==> config.mk <==
export PLATFORM = sky130hd
export DESIGN_NAME = alu_exec_sequencer
export DESIGN_NICKNAME = d
export VERILOG_FILES = /design/src/rtl/alu_exec_sequencer.sv
export SDC_FILE = /design/constraint.sdc
export NUM_CORES = 1
export LEC_CHECK = 0
export BUFFER_PORTS_ARGS = -buffer_cell sky130_fd_sc_hd__buf_2
export CAP_MARGIN = 20
export CORE_MARGIN = 3
export CORE_UTILIZATION = 31
export DETAILED_ROUTE_END_ITERATION = 16
export GPL_ROUTABILITY_DRIVEN = 1
export HOLD_SLACK_MARGIN = 0.12
export PLACE_DENSITY = 0.63
export SLEW_MARGIN = 20
export SYNTH_ARGS = -nofsm -noshare
export SYNTH_HDL_FRONTEND = slang
export SYNTH_SLANG_ARGS = --single-unit
export TNS_END_PERCENT = 10
==> constraint.sdc <==
create_clock -name clk -period 4.5 [get_ports clk]
set_input_delay 0.675 -clock clk [delete_from_list [all_inputs] [get_ports clk]]
set_output_delay 0.675 -clock clk [all_outputs]
set_load 0.01 [all_outputs]
==> src/rtl/alu_exec_sequencer.sv <==
// alu_exec_sequencer: step sequencer for one ALU-class instruction.
// Latches the instruction on start, then walks T3 (load Y), T4 (operand and
// opcode, strobe Z), T5 (Z low write-back) and T6 (Z high to HI, mul/div only).
// Unsupported opcodes take a single ERR cycle that flags illegal.
module alu_exec_sequencer #(
  parameter int MUL_CYCLES = 2,
  parameter int DIV_CYCLES = 4
) (
  input  logic        clk,
  input  logic        clear,
  input  logic        start,
  input  logic [31:0] ir,
  output logic        busy,
  output logic        done,
  output logic        illegal,
  output logic [4:0]  opcode,
  output logic [3:0]  reg_sel,
  output logic        reg_out,
  output logic        reg_in,
  output logic        c_out,
  output logic        y_in,
  output logic        z_in,
  output logic        zlo_out,
  output logic        zhi_out,
  output logic        lo_in,
  output logic        hi_in
);

  localparam int MAX_CYCLES = (MUL_CYCLES > DIV_CYCLES) ? MUL_CYCLES : DIV_CYCLES;
  localparam int CW         = $clog2(MAX_CYCLES) + 1;

  localparam logic [4:0] OP_MUL = 5'b01110;

  typedef enum logic [2:0] {S_IDLE, S_T3, S_T4, S_T5, S_T6, S_ERR} state_t;
  typedef enum logic [2:0] {C_R, C_I, C_M, C_U, C_BAD} cls_t;

  // Instruction class from the 5-bit opcode.
  function automatic cls_t classify(input logic [4:0] op);
    if (op >= 5'd3 && op <= 5'd10)       return C_R;
    else if (op >= 5'd11 && op <= 5'd13) return C_I;
    else if (op == 5'd14 || op == 5'd15) return C_M;
    else if (op == 5'd16 || op == 5'd17) return C_U;
    else                                 return C_BAD;
  endfunction

  state_t          r_state;
  state_t          w_next;
  logic [31:0]     r_ir;
  logic [CW-1:0]   r_wait;

  cls_t            w_cls;
  cls_t            w_in_cls;
  logic [4:0]      w_op;
  logic [3:0]      w_ra;
  logic [3:0]      w_rb;
  logic [3:0]      w_rc;
  logic [CW-1:0]   w_wait_load;
  logic            w_last_wait;
  logic            w_unused_ir;

  assign w_op     = r_ir[31:27];
  assign w_ra     = r_ir[26:23];
  assign w_rb     = r_ir[22:19];
  assign w_rc     = r_ir[18:15];
  assign w_cls    = classify(w_op);
  assign w_in_cls = classify(ir[31:27]);

  // The immediate field feeds the constant path outside this block.
  assign w_unused_ir = ^r_ir[14:0];

  assign w_wait_load = (w_op == OP_MUL) ? CW'(MUL_CYCLES) : CW'(DIV_CYCLES);
  // Non-M instructions spend exactly one cycle in T4.
  assign w_last_wait = (w_cls != C_M) || (r_wait == CW'(1));

  // State register with synchronous active-low clear.
  always_ff @(posedge clk) begin
    // NOTE: non-blocking assignments keep every flop updating from pre-edge values.
    if (!clear) r_state <= S_IDLE;
    else        r_state <= w_next;
  end

  // Instruction latch: captured only when a start is accepted in IDLE.
  always_ff @(posedge clk) begin
    if (!clear)                          r_ir <= '0;
    else if (r_state == S_IDLE && start) r_ir <= ir;
  end

  // Wait down-counter: loads entering T4, counts while holding there.
  always_ff @(posedge clk) begin
    if (!clear)                                 r_wait <= '0;
    else if (r_state == S_T3 && w_next == S_T4) r_wait <= w_wait_load;
    else if (r_state == S_T4 && r_wait != '0)   r_wait <= r_wait - 1'b1;
  end

  // Next-state decode.
  always_comb begin
    // NOTE: a default on every comb output before the case prevents latches.
    w_next = r_state;
    case (r_state)
      S_IDLE: begin
        if (start) begin
          case (w_in_cls)
            C_BAD:   w_next = S_ERR;
            C_U:     w_next = S_T4;
            default: w_next = S_T3;
          endcase
        end
      end
      S_T3:    w_next = S_T4;
      S_T4:    w_next = w_last_wait ? S_T5 : S_T4;
      S_T5:    w_next = (w_cls == C_M) ? S_T6 : S_IDLE;
      S_T6:    w_next = S_IDLE;
      S_ERR:   w_next = S_IDLE;
      default: w_next = S_IDLE;
    endcase
  end

  // Output decode from registered state and latched instruction only.
  always_comb begin
    busy    = (r_state != S_IDLE);
    opcode  = busy ? w_op : 5'd0;
    done    = 1'b0;
    illegal = 1'b0;
    reg_sel = 4'd0;
    reg_out = 1'b0;
    reg_in  = 1'b0;
    c_out   = 1'b0;
    y_in    = 1'b0;
    z_in    = 1'b0;
    zlo_out = 1'b0;
    zhi_out = 1'b0;
    lo_in   = 1'b0;
    hi_in   = 1'b0;
    case (r_state)
      S_T3: begin
        reg_sel = (w_cls == C_M) ? w_ra : w_rb;
        reg_out = 1'b1;
        y_in    = 1'b1;
      end
      S_T4: begin
        if (w_cls == C_I) begin
          c_out = 1'b1;
        end else begin
          reg_sel = (w_cls == C_R) ? w_rc : w_rb;
          reg_out = 1'b1;
        end
        z_in = w_last_wait;
      end
      S_T5: begin
        zlo_out = 1'b1;
        if (w_cls == C_M) begin
          lo_in = 1'b1;
        end else begin
          reg_sel = w_ra;
          reg_in  = 1'b1;
          done    = 1'b1;
        end
      end
      S_T6: begin
        zhi_out = 1'b1;
        hi_in   = 1'b1;
        done    = 1'b1;
      end
      S_ERR: begin
        done    = 1'b1;
        illegal = 1'b1;
      end
      default: ;
    endcase
  end

endmodule

==> impl_metrics.toml, run 1 <==
[clocking]
clock_insertion_delay_at_the_later_pin_of_the_skew_report_ps = 260
cts_hold_buf = 0
post-cts-setup-buffer-count = 0
clock_tree_from_tritoncts = "yes"
post_cts_resize_count = 0
cts-root-to-sink-buffers = 2
number_of_h_tree_levels = 1
clock_transition_at_the_registers_of_the_reported_paths_ps = 80
clock-root-buffer = "clkbuf_8"
cts_made_buffers = 3
cts_sinks = 23

[global_route]
grt_first_pass_wirelength_um = 5651
track_usage = 0.1299
grt_overflow_total = 0
via_count_of_the_first_global_routing_pass = 1196
antenna_violations_before_repair = 0
grt_start_max_net_pins = 22

[sta]
timing.setup.tns_ps = 0
final_period_minus_worst_setup_slack_ps = 2651
post-route-period-util = 0.5892
report.final.setup_viol = 0
timing.final.max_slew_violations = 0
clock-skew-final_ps = 1.287
fmax_mhz = 377.2
worst_slew_pin_slew_ps = 799.9
max_slew_margin = 0.4644
grt_setup_unrepaired = "false"
hold_violations = 0

[floorplanning]
fp-row-count = 24
floorplan.core_area_um2 = 4474
die_footprint_um2 = 5648
floorplan.die.width_um = 75.16
num_io_pins = 56
floorplan.initialDensity = 0.3314
fp.dieH_um = 75.16

[yosys]
synthDistinctLibCells = 43
syn-instance-count = 174
synth_edf_count = 0
ff_latch_count_synth = 23
syn-mean-instance-area_um2 = 8.521
dominant_combinational_cell_family_by_area_after_synthesis = "simple AND/OR/NAND/NOR gates"
synth_compound_gate_area_share = 0.2118
post_synth_mux_area_share = 0.02532
share_of_flip_flops_with_an_asynchronous_set_or_reset_after_synthesis = 0
share_of_synthesized_cell_area_in_full_adder_half_adder_and_majority_cells = 0.02532
mappedNetlistNets = 212
synth.cell_area_um2 = 1483
synth-main-ff-cell = "dfxtp_1"
synth-seq-area-share = 0.3105
synthXorXnorAreaFrac = 0.01181
synth_simple_gate_area_frac = 0.3409
number_of_warnings_printed_during_yosys_synthesis = 0

[placed_design]
gp_routability_congestion = 0.7504
hpwl_um = 2556
place.port_buffers = 40

[finish]
nFillCells = 480
layout.core_utilization = 0.3851
drive_above_1_share = 0.3654
syn_to_final_growth_pct = 16.20
antenna_cells = 0
finish.net_count = 247

[worst_setup_path]
path_max_fanout = 14
start_kind = "flop"
timing.rr.start = "r_state[1]"
crit_required_ps = 3830
critical-path-max-stage-delay_ps = 730
crit_type = "reg2out"
timing.critical_path.slowest_stage_cell = "nor3b_2"
timing.critical_path.cells = "nor3b_2 > o2111ai_1 > nand3_1 > buf_2"
worst_setup_path_end_kind = "primary output"
cp.arrival_ps = 1980
startpoint = "r_state[1]"

[routing]
routed_via_density = 4.885
1st_iter_drt_viols = 47
routed-via-count = 1270
avgRoutedWirePerCell_um = 12.73
postRouteWirelength_um = 3309
drt-pass1-iter-count = 4
remaining_drc_errors = 0
drt.antenna.violating_nets = 0

[power]
max-vdd-ir-drop_mv = 0.09210
cellPowerDensity_nw_per_um2 = 297.9
static_leakage_uw = 0.0007574

[run_status]
outcome = "finished clean"

[worst_hold_path]
min-delay-path-class = "reg2reg"
min_from = "r_ir[15]"

[flow_run]
max_cap_violations = 0
## worst max-delay path: cells and delay by family, from the launching register on
kind | cells | cell delay [ps]
AND/OR/NAND/NOR | 2 | 870
buffers and inverters | 1 | 140
flip-flops | 1 | 500
AO/OA/AOI/OAI | 1 | 210
## flip-flops by register name, indices dropped and copies added (netlist names)
name and flops:
r_state 3, r_ir 17, r_wait 3
## layout make-up
type / instances / area, um2 / share of cell area
Sequential cell: 23 / 460.4 / 0.2672
Tap cell: 52 / 65.06 / 0.03776
Clock buffer: 3 / 41.29 / 0.02397
Inverter: 8 / 31.28 / 0.01816
Multi-Input combinational cell: 132 / 912.1 / 0.5294
Timing Repair Buffer: 41 / 207.7 / 0.1206
Clock inverter: 1 / 5.005 / 0.002905
## cell families (layout without fill, tap and decap cells)
kind of cell               after synthesis  in the layout
AOI/OAI and AO/OA                       38             38
xor gates and xnor gates                 2              2
adders and majority gates                3              3
buffers and inverters                   19             53
DFF                                     23             23
muxes                                    2              2
and+or+nand+nor                         87             87
## cells in the mapped netlist, types with 5 or more instances
cell type	instances	area [um2]
a21boi_1	9	67.56
a21boi_2	9	101.4
dfxtp_1	23	460.4
inv_1	7	26.28
nand2_1	31	116.4
nand2_2	10	62.56
nand2b_1	5	31.28
nor2_1	9	33.78
nor2b_1	7	43.79
## placed cells by master (no fill, tap or decap), types with 2 or more instances in the layout
cell / Yosys / final
a21oi_1: 3 / 3
inv_1: 7 / 7
a211oi_1: 2 / 2
nand4_1: 4 / 4
o21ai_2: 2 / 2
buf_2: 3 / 40
nor2b_1: 7 / 7
a21boi_1: 9 / 9
clkbuf_8: 0 / 3
nand2b_1: 5 / 5
nand2_2: 10 / 10
o21ai_1: 2 / 2
nand2_1: 31 / 31
o2111ai_1: 4 / 4
dfxtp_1: 23 / 23
a21boi_2: 9 / 9
nand3_1: 4 / 4
nor2_1: 9 / 9
ha_1: 3 / 3
nor3_2: 2 / 2
clkinv_2: 1 / 2
nor3b_1: 4 / 4
a22oi_1: 4 / 4
## final timing paths
path	end	slack [ps]	cells after the start
max	reg_sel[3]	1850	4
min	r_ir[15]	450	2
max reg2reg	r_wait[1]	2430	4
min reg2reg	r_ir[15]	450	2
## report_power, final
group | switching [uW] | leakage, uW | internal (uW)
Combinational | 80.8 | 0.000544 | 59.3
Clock | 65.0 | 0.0000255 | 61.8
Sequential | 24.2 | 0.000188 | 222
Total | 170 | 0.000757 | 343
## layer usage
| metal | vias to the layer above | GRT usage | part of all wire |
|---|---|---|---|
| met2 | 31 | 0.2041 | 0.45 |
| met3 | 4 | 0.02403 | 0.063 |
| met5 | - | 0 | 0 |
| met1 | 566 | 0.1762 | 0.47 |
| li1 | 669 | - | - |
| met4 | 0 | 0.05049 | 0.014 |
## metrics by stage
step	instances	worst slack, ps	hold slack [ps]	power (uW)	cell area [um2]
floorplan	174	2536	430.2	357.9	1483
global placement	256	2144	442.9	391.3	1677
detailed placement	256	2145	443.3	393.2	1677
CTS	260	1820	455.4	522.5	1723
global route	260	1638	499.7	552.0	1723
finish	260	1849	452.2	513.2	1723
No activity file was read; power rests on OpenSTA's default activity.
==> inputs of run 2 (changes only) <==
clock period = 2.7 ns   (was 4.5 ns; I/O delays follow)
==> run 2 against run 1 <==
Against the previous run:
- design area up 0.36%
- setup slack worse by 1500 ps
- total power up 66%
- flip-flop and latch count unchanged
- non-clock buffer count up 1
- sequential power up 67%
- worst hold slack worse by 78 ps
- register-to-register slack worse by 1300 ps
- via count down 1.3%
- critical endpoint is now reg_sel[2]
==> impl_metrics.toml, run 2 (synthesized netlist as in run 1, its figures left out) <==
[run_status]
outcome = "finished clean"

[worst_setup_path]
worst_setup_path_end_kind = "primary output"
critical-path-top-delay-family = "simple AND/OR/NAND/NOR gates"
path_max_fanout = 9
crit_required_ps = 2300
cp.arrival_ps = 1940
critPathBufInv = 1
timing.critical_path.cells = "or3b_1 > nor2_2 > a22oi_1 > nand3_1 > buf_2"
critical-path-max-stage-delay_ps = 560
start_kind = "flop"
timing.critical_path.slowest_stage_cell = "or3b_1"
crit_type = "reg2out"

[floorplanning]
die_footprint_um2 = 5648
num_io_pins = 56
floorplan.initialDensity = 0.3314
floorplan.core_area_um2 = 4474
fp-row-count = 24
fp.dieH_um = 75.16
floorplan.die.width_um = 75.16

[worst_hold_path]
min-delay-path-class = "in2reg"

[finish]
largest_registers = "r_ir: 17 flops, r_state: 3 flops, r_wait: 3 flops"
finish.net_count = 248
flip_flop_count_of_the_largest_register_all_copies_and_words_added = 17
layout.cells.most_common_list = "buf_2 (40), nand2_1 (31), dfxtp_1 (23)"
antenna_cells = 0
post-route-cell-area_um2 = 1729
most_flop_heavy_register = "r_ir"
syn_to_final_growth_pct = 16.62
most_common_cell_after_layout_fill_and_taps_aside = "buf_2"
drive_above_1_share = 0.3636
layout.core_utilization = 0.3865
nFillCells = 481

[sta]
timing.final.max_slew_violations = 0
hold_violations = 0
worst_slew_pin_slew_ps = 624.5
max_slew_margin = 0.5819
fmax_mhz = 426.4
postLayoutSetupSlackWorst_ps = 354.8
timing.setup.tns_ps = 0
final_period_minus_worst_setup_slack_ps = 2345
post-route-period-util = 0.8686
clock-skew-final_ps = 5.875
grt_setup_unrepaired = "false"
report.final.setup_viol = 0

[power]
power.share.combinational = 0.275
max-vdd-ir-drop_mv = 0.1801
cellPowerDensity_nw_per_um2 = 493.9
static_leakage_uw = 0.0007600
share_clk_of_total_power = 0.244
p_switching_uw = 277.7
cellInternalPower_uw = 576.4
power.sequential.fraction = 0.480
p_sw_frac = 0.3252

[routing]
drt.antenna.violating_nets = 0
routed-via-count = 1253
drt-pass1-iter-count = 4
remaining_drc_errors = 0
top_signal_layer_used = "met4"
met3WireLength_um = 167
routed_via_density = 4.801
avgRoutedWirePerCell_um = 12.48
met1_routed_length_um = 1619
1st_iter_drt_viols = 56
postRouteWirelength_um = 3256
wl_met2_um = 1417

[placed_design]
dpl-instance-area_um2 = 1684
hpwl_um = 2539
gp_routability_congestion = 0.7462
place.port_buffers = 40
detailedPlace.worstSlack_ps = 635.4

[clocking]
clock_tree_from_tritoncts = "yes"
cts_sinks = 23
clock-root-buffer = "clkbuf_8"
number_of_h_tree_levels = 1
clock_transition_at_the_registers_of_the_reported_paths_ps = 80
post_cts_resize_count = 0
cts_made_buffers = 3
clock_insertion_delay_at_the_later_pin_of_the_skew_report_ps = 260
cts-root-to-sink-buffers = 2
cts_hold_buf = 0
post-cts-setup-buffer-count = 0

[global_route]
via_count_of_the_first_global_routing_pass = 1184
antenna_violations_before_repair = 0
grt_start_max_net_pins = 22
grt_first_pass_wirelength_um = 5423
grt_overflow_total = 0
track_usage = 0.1247

[flow_run]
max_cap_violations = 0
run 2: cell type report:
cell class	instances	area, um2	share of cell area
repair buffers	42	215.2	0.1245
multi-input cells	132	912.1	0.5275
inverters	8	31.28	0.01809
clock buffers	4	45.04	0.02605
flip-flops and latches	23	460.4	0.2663
well taps	52	65.06	0.03763
run 2: final timing paths:
check / from / end / slack (ps) / cells after the start
setup reg to reg: r_state[2] / r_ir[29] / 1100 / 4
hold / removal: ir[25] / r_ir[25] / 370 / 3
hold reg to reg: r_ir[15] / r_ir[15] / 450 / 2
setup / recovery: r_state[0] / reg_sel[2] / 350 / 5
run 2: power groups by stage:
stage | Sequential (uW) | Clock (uW) | Combinational (uW)
final | 410 | 209 | 235
after global routing | 417 | 231 | 267
after CTS | 410 | 220 | 240
after detailed placement | 418 | 0 | 239
after global placement | 417 | 0 | 237
after floorplan | 396 | 0 | 201
run 2: through the flow:
step / cells / total power (uW) / hold WS (ps)
6_report: 261 / 854.1 / 374.7
5_1_grt: 261 / 915.4 / 374.6
4_1_cts: 261 / 870.1 / 371.0
3_5_place_dp: 257 / 657.2 / 447.2
3_3_place_gp: 257 / 654.1 / 441.7
2_1_floorplan: 174 / 596.6 / 430.2
run 2: layer usage:
metal,vias to the layer above,track usage
li1,669,-
met5,-,0
met1,552,0.1699
met3,4,0.02804
met2,28,0.1925
met4,0,0.04660
run 2: worst register-to-register path, stage by stage, from the launching register on:
cell and delay [ps]:
dfxtp_1 390, nor4b_4 630, buf_4 310, nand2_2 70, a21boi_2 120
==> inputs of run 3 (changes only) <==
CORE_UTILIZATION = 49   (was 31)
PLACE_DENSITY = 0.88   (was 0.63)
==> run 3 against run 2 <==
Against the previous run:
- routed wire length fell by 11%
- fmax is 1.1% lower
- die area is 34% lower
- sequential power about the same
- via count increased by 1.0%
- clock-buffer cell count is 1 lower
- first-iteration DRC count shrank 11%
- critical endpoint is now reg_sel[3]
- largest cell class unchanged
==> impl_metrics.toml, run 3 (synthesized netlist as in run 1, its figures left out) <==
[clocking]
clock_insertion_delay_at_the_later_pin_of_the_skew_report_ps = 310
post-cts-setup-buffer-count = 0
clock_transition_at_the_registers_of_the_reported_paths_ps = 130
cts_sinks = 23
post_cts_resize_count = 0
clock_tree_from_tritoncts = "yes"
number_of_h_tree_levels = 1
clock-root-buffer = "clkbuf_4"
cts-root-to-sink-buffers = 2
cts_hold_buf = 0
cts_made_buffers = 3

[floorplanning]
floorplan.die.width_um = 61.01
floorplan.initialDensity = 0.5241
floorplan.core_area_um2 = 2829
num_io_pins = 56
die_footprint_um2 = 3722
fp.dieH_um = 61.01
fp-row-count = 19

[routing]
remaining_drc_errors = 0
drt-pass1-iter-count = 4
routed-via-count = 1266
routed_via_density = 5.275
drt.antenna.violating_nets = 0
postRouteWirelength_um = 2894
avgRoutedWirePerCell_um = 12.06
1st_iter_drt_viols = 50

[worst_setup_path]
timing.rr.start = "r_state[2]"
worst_setup_path_end_kind = "primary output"
path_max_fanout = 9
timing.critical_path.slowest_stage_cell = "dfxtp_1"
crit_required_ps = 2300
timing.critical_path.cells = "or3b_1 > nor2_2 > a22oi_1 > nand3_1 > buf_2"
crit_type = "reg2out"
cp.arrival_ps = 1970
reg2reg_to = "r_ir[24]"
rrSetupSlack_ps = 1040
start_kind = "flop"
critical-path-max-stage-delay_ps = 550
ff2ff_path_depth = 4

[run_status]
outcome = "finished clean"

[sta]
timing.setup.tns_ps = 0
postLayoutSetupSlackWorst_ps = 328.3
clock-skew-final_ps = 10.58
worst_hold_slack_ps = 314.4
fmax_mhz = 421.6
hold_violations = 0
final_period_minus_worst_setup_slack_ps = 2372
worst_slew_pin_slew_ps = 701.5
timing.final.max_slew_violations = 0
max_slew_margin = 0.5304
report.final.setup_viol = 0
post-route-period-util = 0.8784
grt_setup_unrepaired = "false"

[worst_hold_path]
min-delay-path-class = "in2reg"
hold-path-cell-count = 3
min_from = "ir[23]"
min_delay_worst_endpoint = "r_ir[23]"

[finish]
layout.core_utilization = 0.5958
largest_registers = "r_ir: 17 flops, r_state: 3 flops, r_wait: 3 flops"
layout.cells.most_common_list = "buf_2 (40), nand2_1 (31), dfxtp_1 (23)"
most_common_cell_after_layout_fill_and_taps_aside = "buf_2"
drive_above_1_share = 0.3684
flip_flop_count_of_the_largest_register_all_copies_and_words_added = 17
finish.net_count = 248
syn_to_final_growth_pct = 13.67
most_flop_heavy_register = "r_ir"
antenna_cells = 0

[power]
cellPowerDensity_nw_per_um2 = 473.6
static_leakage_uw = 0.0007550
total_chip_power_uw = 798.2
max-vdd-ir-drop_mv = 0.2142

[global_route]
grt_first_pass_wirelength_um = 4436
grt_overflow_total = 0
track_usage = 0.1594
antenna_violations_before_repair = 0
grt_start_max_net_pins = 22
via_count_of_the_first_global_routing_pass = 1017

[placed_design]
hpwl_um = 2298
gp_routability_congestion = 0.7988
place.port_buffers = 40
detailedPlace.worstSlack_ps = 660.9

[flow_run]
max_cap_violations = 0
==> run 3: cell count changes in the layout (fill, tap and decap cells not counted), sizes merged <==
cell    change
clkinv      +1
clkbuf      -1
==> run 3: final cells by class <==
class	instances	area, um2
Fill cell	264	1144
Multi-Input combinational cell	132	912.1
Sequential cell	23	460.4
Timing Repair Buffer	42	215.2
Tap cell	31	38.79
Inverter	8	31.28
Clock buffer	3	22.52
Clock inverter	1	5.005
==> run 3: how the worst max path moves through the flow <==
stage	end	slack, ps	startpoint	depth (start not counted)
2_1_floorplan	reg_sel[0]	1010	r_state[0]	6
3_3_place_gp	reg_sel[1]	680	r_state[0]	5
3_5_place_dp	reg_sel[3]	660	r_state[0]	5
5_1_grt	reg_sel[1]	190	r_state[0]	5
6_report	reg_sel[3]	330	r_state[0]	5
4_1_cts	reg_sel[1]	320	r_state[0]	5
==> run 3: metal layers <==
metal	track usage	share of wire
met1	0.2228	0.47
met4	0.05573	0.0086
met2	0.2580	0.46
met3	0.01277	0.055
met5	0	0
==> run 3: stage by stage <==
| step | area, um2 | instances |
|---|---|---|
| final | 1685 | 240 |
| after global routing | 1685 | 240 |
| after CTS | 1685 | 240 |
| after detailed placement | 1658 | 236 |
| after global placement | 1658 | 236 |
| after floorplan | 1483 | 174 |
==> run 3: worst max-delay path: cells and delay by family, from the launching register on <==
kind                   cells  cell delay (ps)
AOI/OAI and AO/OA          1              120
DFF                        1              550
and+or+nand+nor            3              860
buffers and inverters      1              130
==> run 3: power by group <==
part,internal [uW],switching (uW)
Combinational,101,132
Clock,55.2,99.7
Sequential,371,40.3
